<file path="config.mk">
export PLATFORM = sky130hd
export DESIGN_NAME = serial_addsub_flat
export DESIGN_NICKNAME = d
export VERILOG_FILES = /design/src/rtl/serial_addsub_if.sv /design/src/rtl/serial_addsub.sv /design/src/flat_wrapper.sv
export SDC_FILE = /design/constraint.sdc
export NUM_CORES = 1
export LEC_CHECK = 0
export CORE_MARGIN = 2
export CORE_UTILIZATION = 28
export DETAILED_ROUTE_END_ITERATION = 8
export GPL_TIMING_DRIVEN = 0
export PLACE_DENSITY = 0.62
export RECOVER_POWER = 25
export SLEW_MARGIN = 20
export SYNTH_ARGS = -nofsm -noshare
export SYNTH_HDL_FRONTEND = slang
export SYNTH_SLANG_ARGS = --single-unit
</file>
<file path="constraint.sdc">
create_clock -name clk -period 1.31 [get_ports clk]
set_input_delay 0.262 -clock clk [delete_from_list [all_inputs] [get_ports clk]]
set_output_delay 0.262 -clock clk [all_outputs]
set_load 0.01 [all_outputs]
</file>
<file path="src/rtl/serial_addsub_if.sv">
// Handshake and operand/result bundle for the bit-serial adder/subtractor.
// The controller side uses the master modport, the arithmetic unit the slave modport.
interface serial_addsub_if #(
  parameter int WIDTH = 8
);
  logic             start;
  logic [WIDTH-1:0] a;
  logic [WIDTH-1:0] b;
  logic             m;
  logic             ready;
  logic             busy;
  logic             done;
  logic [WIDTH-1:0] s;
  logic             c;
  logic             v;

  modport master (
    output start, a, b, m,
    input  ready, busy, done, s, c, v
  );

  modport slave (
    input  start, a, b, m,
    output ready, busy, done, s, c, v
  );
endinterface

</file>
<file path="src/rtl/serial_addsub.sv">
// Bit-serial WIDTH-bit adder/subtractor: one full-adder slice, LSB first, WIDTH cycles per op.
// Optional macro ADDSUB_SAT_EN saturates s to the signed extreme on overflow.
module serial_addsub #(
  parameter int WIDTH = 8
) (
  input  logic             clk,
  input  logic             rst_n,
  serial_addsub_if.slave   bus
);

  localparam int CNT_W = $clog2(WIDTH);

  typedef enum logic [1:0] {IDLE, RUN, DONE} state_t;

  state_t           state;
  state_t           state_nxt;
  logic [WIDTH-1:0] sh_a;
  logic [WIDTH-1:0] sh_b;
  logic [WIDTH-1:0] sh_r;
  logic [WIDTH-1:0] s_q;
  logic [WIDTH-1:0] res_full;
  logic [WIDTH-1:0] res_final;
  logic [CNT_W-1:0] cnt;
  logic             carry;
  logic             c_q;
  logic             v_q;
  logic             sum_bit;
  logic             carry_nxt;
  logic             ovf;
  logic             accept;
  logic             last_bit;

  assign accept    = bus.start && (state != RUN);
  assign last_bit  = (cnt == CNT_W'(WIDTH - 1));
  assign sum_bit   = sh_a[0] ^ sh_b[0] ^ carry;
  assign carry_nxt = (sh_a[0] & sh_b[0]) | (sh_a[0] & carry) | (sh_b[0] & carry);
  assign res_full  = {sum_bit, sh_r[WIDTH-1:1]};
  // On the MSB cycle, carry still holds the carry into the MSB.
  assign ovf       = carry ^ carry_nxt;

`ifdef ADDSUB_SAT_EN
  // Overflow flips the sign, so a negative-looking result means positive overflow.
  assign res_final = ovf ? (res_full[WIDTH-1] ? {1'b0, {(WIDTH-1){1'b1}}}
                                              : {1'b1, {(WIDTH-1){1'b0}}})
                         : res_full;
`else
  assign res_final = res_full;
`endif

  always_ff @(posedge clk or negedge rst_n) begin
    if (!rst_n) state <= IDLE;
    else        state <= state_nxt;
  end

  always_comb begin
    state_nxt = state;
    case (state)
      IDLE:    if (bus.start) state_nxt = RUN;
      RUN:     if (last_bit)  state_nxt = DONE;
      DONE:    state_nxt = bus.start ? RUN : IDLE;
      default: state_nxt = IDLE;
    endcase
  end

  always_comb begin
    bus.ready = 1'b0;
    bus.busy  = 1'b0;
    bus.done  = 1'b0;
    case (state)
      IDLE:    bus.ready = 1'b1;
      RUN:     bus.busy  = 1'b1;
      DONE: begin
        bus.ready = 1'b1;
        bus.done  = 1'b1;
      end
      default: bus.ready = 1'b0;
    endcase
  end

  // Subtract is a + ~b + 1: the inverted operand and the carry seed are set on accept.
  always_ff @(posedge clk or negedge rst_n) begin
    if (!rst_n) begin
      sh_a  <= '0;
      sh_b  <= '0;
      sh_r  <= '0;
      carry <= 1'b0;
      cnt   <= '0;
      s_q   <= '0;
      c_q   <= 1'b0;
      v_q   <= 1'b0;
    end else if (accept) begin
      sh_a  <= bus.a;
      sh_b  <= bus.m ? ~bus.b : bus.b;
      carry <= bus.m;
      cnt   <= '0;
    end else if (state == RUN) begin
      sh_a  <= sh_a >> 1;
      sh_b  <= sh_b >> 1;
      sh_r  <= res_full;
      carry <= carry_nxt;
      cnt   <= cnt + CNT_W'(1);
      if (last_bit) begin
        s_q <= res_final;
        c_q <= carry_nxt;
        v_q <= ovf;
      end
    end
  end

  assign bus.s = s_q;
  assign bus.c = c_q;
  assign bus.v = v_q;

endmodule

</file>
<file path="src/flat_wrapper.sv">
// flat-port wrapper written by rule: the top's interface ports become plain ports
module serial_addsub_flat 
#(
  parameter int WIDTH = 8
)
  (clk, rst_n, bus_start, bus_a, bus_b, bus_m, bus_ready, bus_busy, bus_done, bus_s, bus_c, bus_v);
  serial_addsub_if #(.WIDTH(WIDTH)) bus_i ();
  input  logic clk;
  input  logic rst_n;
  input wire logic [$bits(bus_i.start)-1:0] bus_start;
  input wire logic [$bits(bus_i.a)-1:0] bus_a;
  input wire logic [$bits(bus_i.b)-1:0] bus_b;
  input wire logic [$bits(bus_i.m)-1:0] bus_m;
  output wire logic [$bits(bus_i.ready)-1:0] bus_ready;
  output wire logic [$bits(bus_i.busy)-1:0] bus_busy;
  output wire logic [$bits(bus_i.done)-1:0] bus_done;
  output wire logic [$bits(bus_i.s)-1:0] bus_s;
  output wire logic [$bits(bus_i.c)-1:0] bus_c;
  output wire logic [$bits(bus_i.v)-1:0] bus_v;
  assign bus_i.start = bus_start;
  assign bus_i.a = bus_a;
  assign bus_i.b = bus_b;
  assign bus_i.m = bus_m;
  assign bus_ready = bus_i.ready;
  assign bus_busy = bus_i.busy;
  assign bus_done = bus_i.done;
  assign bus_s = bus_i.s;
  assign bus_c = bus_i.c;
  assign bus_v = bus_i.v;
  serial_addsub #(.WIDTH(WIDTH)) u_core (.clk(clk), .rst_n(rst_n), .bus(bus_i));
endmodule
</file>
* After elaboration in Yosys (flattened, before gate mapping) *
Cells that the tools add are included.

word-level totals
  register bits after elaboration = 40
  input bits = 20
  output and inout port bits = 13
  logic and storage cells = 49

operators by class
  add/sub/neg operators = 1
  equality and inequality tests = 6
  mux-type cells = 16
  bitwise gates (word level) = 10
  reduce and logical (&&, ||, !) cells = 7

operator list
  kind                                                              count
  8-bit two-way mux                                                 5
  8-bit inverter                                                    1
  1-bit two-way mux                                                 6
  3-bit two-way mux                                                 2
  2-bit one-hot mux with 3 select lines                             1
  2-bit two-way mux                                                 2
  2-bit by 1-bit != test with 1-bit output (second input constant)  2
  2-bit AND reduction                                               2
  3-bit by 1-bit adder with 3-bit output (second input constant)    1
  1-bit AND                                                         3
  3-bit == test (second input constant)                             1
  3-bit AND reduction                                               1
  1-bit XOR                                                         3
  2-bit by 1-bit == test with 1-bit output (second input constant)  1
  2-bit == test (second input constant)                             1
  2-bit logical NOT                                                 1
  2-bit != test (second input constant)                             1
  1-bit OR                                                          2
  2-bit nonzero test                                                1
  2-bit OR reduction                                                1
  1-bit logical AND                                                 1
  1-bit inverter                                                    1

* Longest topological paths before layout *
  word-level depth = 5
  mapped depth = 6
  depth with buffers taken out = 5

* Worst setup path after synthesis *
No wires, ideal clock.

  kind = register to register
  start point = register u_core.cnt[0]
  end point = register u_core.c_q (netlist: u_core.bus.c)
  library setup time = 125 ps
  arrival time = 1316 ps
  required time = 1185 ps
  setup slack = -131 ps
  cell stages (with the launch flop) = 6
  buffers on the path = 1
  clock period less this slack = 1441 ps
  cell sequence = dfrtp_1 ha_1 ha_1 nand3b_2 buf_6 mux2_4

on the way
  cells in the longest elaborated chain, start to end = 2

ends and longest elaborated chain
  element                               RTL line              source
  start: declaration                    serial_addsub.sv:23   logic [CNT_W-1:0] cnt;
  start signal: assignment              serial_addsub.sv:101  cnt <= cnt + CNT_W'(1);
  3-bit == test                         serial_addsub.sv:34   assign last_bit = (cnt == CNT_W'(WIDTH - 1));
  3-bit AND reduction (no source line)  n/a
  end signal: assignment                serial_addsub.sv:104  c_q <= carry_nxt;
  end: declaration                      serial_addsub.sv:25   logic c_q;

No other way between the ends.
A chain may end at the register's enable or synchronous reset.

* Worst setup path in the final report *
  start point = register u_core.cnt[1]
  end point = register u_core.c_q (netlist: u_core.bus.c)

Same word-level chain as after synthesis.

==> run summary <==
===========================================================================================
Result of the run                                                              finished with violations
Failing checks                                                                 setup timing
Library cell occupying the most area in the post-synthesis netlist             sky130_fd_sc_hd__dfrtp_1
Width of the die                                                                    83.5 um
Overall track demand over capacity in global routing                                  10.8%
Via count of the first global-routing pass                                             1286
Crit path buf inv count                                                                   1
Largest fanout on the critical path                                                       5
Cell area after technology mapping                                             0.00177 mm^2
Number of top-level pins                                                                 33
Timing startpoint of the critical path                                         u_core.cnt[1]$_DFFE_PN0P_
Total nets after synthesis                                                              180
Standby leakage power                                                               1.24 nW
Max frequency                                                                       699 MHz
Fraction of power spent switching nets                                                32.0%
Latest clock arrival within the worst-skew pair                                      290 ps
Worst Setup Path Type                                                          flop to flop
Relative contribution of combinational cells to total power                           38.2%
Clock-pin slew on the worst setup and hold paths                                      80 ps
Power Density                                                                  2120 mW/mm^2
Avg Cell Area, Syn                                                                11.3 um^2
Kind of cell adding the most delay to the critical path                          flip-flops
Number of instances in the placed design                                                263
Largest stage delay, worst path                                                      390 ps
Yosys Warn Count                                                                          0
Total count of max-transition violations in the final report                              0
Via/cell ratio                                                                         4.33
Clock Path Buffers                                                                        2
Final number of setup-violating endpoints                                                11
Site Rows                                                                                28
Routed len/inst                                                                     12.2 um
Net count, final                                                                        230
Total length of routed wires                                                        3450 um
CP Cell Sequence                                                               ha_2 > ha_4 > nand3b_4 > buf_8 > mux2_4
Layout overhead on the synthesized area                                               39.8%
Synth area leaders                                                             sky130_fd_sc_hd__dfrtp_1 55%, sky130_fd_sc_hd__mux2i_1 9.1%, sky130_fd_sc_hd__nand2_1 8.7%
Number of synthesized register bits                                                      39
Cts bufs inserted                                                                         5
MaxCap Viol Count                                                                         0
IO Port Bufs                                                                             30
Final worst setup slack                                                             -121 ps
Post-Synth Simple-Gate Area                                                           10.5%
Worst slack, placed                                                                 -465 ps
Final weighted congestion in routability-driven placement                             0.691
TritonCTS Sinks                                                                          39
Multiplexer fraction of the synthesized cell area                                     16.3%
Clock Skews                                                                         4.45 ps
Most frequent standard cell in the layout excluding fill and tap cells         sky130_fd_sc_hd__nand2_1
Proportion of synthesized chip area in sequential cells                               55.2%
Commonest non-fill, non-tap cells in the layout                                41 x sky130_fd_sc_hd__nand2_1, 38 x sky130_fd_sc_hd__dfrtp_1, 19 x sky130_fd_sc_hd__o21ai_0
Distinct cell type count of the synthesized netlist                                      22
Clk Tree Root Cell                                                             sky130_fd_sc_hd__clkbuf_8
HPWL after DPL                                                                      2300 um
Post-synthesis adder-cell area fraction                                               2.55%
TritonCTS clock tree                                                                  built
Number of H-tree levels                                                                   2
Area fraction in compound gates after synthesis                                       6.29%
Number of standard cells in the layout, taps in and fillers out                         283
Worst endpoint data arrival time                                                    1620 ps
Area share of the largest cell type after synthesis                                   55.2%
Remaining antenna violation count after routing                                           0
Synthesized instance count                                                              157
P_int                                                                               3.56 mW
Global-route wire length before repair                                              6030 um
Main combinational cell family by area after synthesis                         multiplexers
Worst VDD drop                                                                     0.987 mV
Final period util                                                                      109%
Unrepaired setup endpoints after global routing                                         yes
Worst Setup Start Kind                                                                 flop
Overall via count from detail_route                                                    1225
Total Neg Setup Slack                                                              -1080 ps
Min-delay src                                                                         bus_m
DIE AREA                                                                       0.00697 mm^2
Worst slew pin tran                                                                  402 ps
Die Height                                                                          83.5 um
Sum of overflow across all layers after global routing                                    0
Xor/xnor cell area share of the yosys netlist                                         4.46%
Clock network fraction of total power                                                 22.7%
Worst slack on hold paths                                                            382 ps
Worst Path Required                                                                 1500 ps
Time the worst path needs with I/O delays and setup                                 1430 ps
Number of design-rule violations left by the first detailed-router iteration             62
Critical register-to-register path startpoint                                  u_core.cnt[1]$_DFFE_PN0P_
DR pass1 iterations                                                                       4
Switching power total                                                               1.67 mW
Final Hold Violating Endpoints                                                            0
Number of antenna violations at the first check in global routing                         0
Effective utilization at floorplan                                                    29.4%
Hold WC Path Type                                                              input pin to flop
Relative contribution of sequential cells to total power                              39.1%
Count of unresolved DRC violations after routing                                          0
Inserted Diodes                                                                           0
Share of layout cells above drive strength 1                                          23.1%
Crit-path slowest cell                                                         sky130_fd_sc_hd__dfrtp_1
Largest net degree at the start of global routing                                        33
Kind of end point of the critical path                                                 flop
Placeable core region                                                          0.00603 mm^2
Max transition margin                                                                 73.2%
===========================================================================================
## kinds of logic (layout without fill, tap and decap cells)
logic type,after synthesis,in the layout
AOI/OAI and AO/OA,22,22
xor gates and xnor gates,9,9
adders and majority gates,3,3
buffers and inverters,13,64
DFF,39,39
muxes,25,25
and+or+nand+nor,46,46
## timing repair
item	CTS	global route
hold buffers	1	0
gates resized for setup	36	3
pin swaps	1	2
endpoints found under the setup margin	21	15
hold endpoints to repair	7	0
cloned	1	0
setup buffers	11	1
## flip-flops by register name, indices dropped and copies added (netlist names)
signal	cells
u_core.bus.s	8
u_core.sh_a	8
u_core.sh_b	8
u_core.sh_r	7
u_core.cnt	3
u_core.state	2
u_core.bus.c	1
u_core.bus.v	1
u_core.carry	1
## layout make-up
cell class | count | area [um^2]
timing repair buffer | 44 | 434
clock inverter | 2 | 60.1
multi-input combinational | 105 | 748
buffer | 8 | 72.6
inverter | 4 | 15.0
clock buffer | 6 | 72.6
tap | 75 | 93.8
sequential | 39 | 977
fill | 580 | 3550
## stage by stage
step / utilization, % / instance area, um^2 / power (mW)
after global routing: 41.1 / 2470 / 5.61
after detailed placement: 36.6 / 2210 / 3.87
after CTS: 41.2 / 2480 / 5.25
after global placement: 36.4 / 2190 / 3.80
after floorplan: - / 1800 / 3.15
final: 41.1 / 2470 / 5.24
## power groups by stage
stage	Sequential (mW)	Clock [mW]	Combinational (mW)
final	2.05	1.19	2.00
after global routing	2.12	1.25	2.24
after CTS	2.04	1.20	2.01
after detailed placement	2.07	0	1.80
after global placement	2.05	0	1.75
after floorplan	2.05	0	1.09
## metal layers
metal  track usage, %  part of all wire, %  routed length, um
met5                0                    0                  0
met4             3.96                  1.3                 44
met3             2.97                  4.1                140
met1             13.6                   48               1650
met2             17.8                   47               1620
## worst register-to-register path: cells and delay by family (launching register included)
kind / cells / cell delay (ps)
mux: 1 / 300
flops: 1 / 390
buf+inv: 1 / 140
simple gates: 1 / 120
fa+ha+maj: 2 / 370
## Yosys cell counts
master / count
sky130_fd_sc_hd__a21oi_1: 1
sky130_fd_sc_hd__buf_4: 5
sky130_fd_sc_hd__buf_6: 2
sky130_fd_sc_hd__clkbuf_1: 1
sky130_fd_sc_hd__clkbuf_2: 1
sky130_fd_sc_hd__dfrtp_1: 39
sky130_fd_sc_hd__fa_1: 1
sky130_fd_sc_hd__ha_1: 2
sky130_fd_sc_hd__inv_1: 4
sky130_fd_sc_hd__mux2_2: 2
sky130_fd_sc_hd__mux2_4: 7
sky130_fd_sc_hd__mux2i_1: 16
sky130_fd_sc_hd__nand2_1: 41
sky130_fd_sc_hd__nand2b_1: 1
sky130_fd_sc_hd__nand3_1: 1
sky130_fd_sc_hd__nand3b_2: 1
sky130_fd_sc_hd__nor2_1: 1
sky130_fd_sc_hd__nor2b_1: 1
sky130_fd_sc_hd__o21ai_0: 20
sky130_fd_sc_hd__o22ai_1: 1
sky130_fd_sc_hd__xnor2_1: 2
sky130_fd_sc_hd__xor2_1: 7
## worst paths after layout
kind                                          endpoint  slack [ps]  cells after the start
max                           u_core.bus.c$_DFFE_PN0P_        -120                      5
min                         u_core.sh_b[7]$_DFFE_PN0P_         380                      3
max reg2reg                   u_core.bus.c$_DFFE_PN0P_        -120                      5
min reg2reg                 u_core.sh_a[4]$_DFFE_PN0P_         480                      2
max in group asynchronous  u_core.state[0]$_DFFE_PN0P_         150                      3
min in group asynchronous  u_core.bus.s[1]$_DFFE_PN0P_         390                      2
Note: power is estimated with default switching activity, not from simulation.
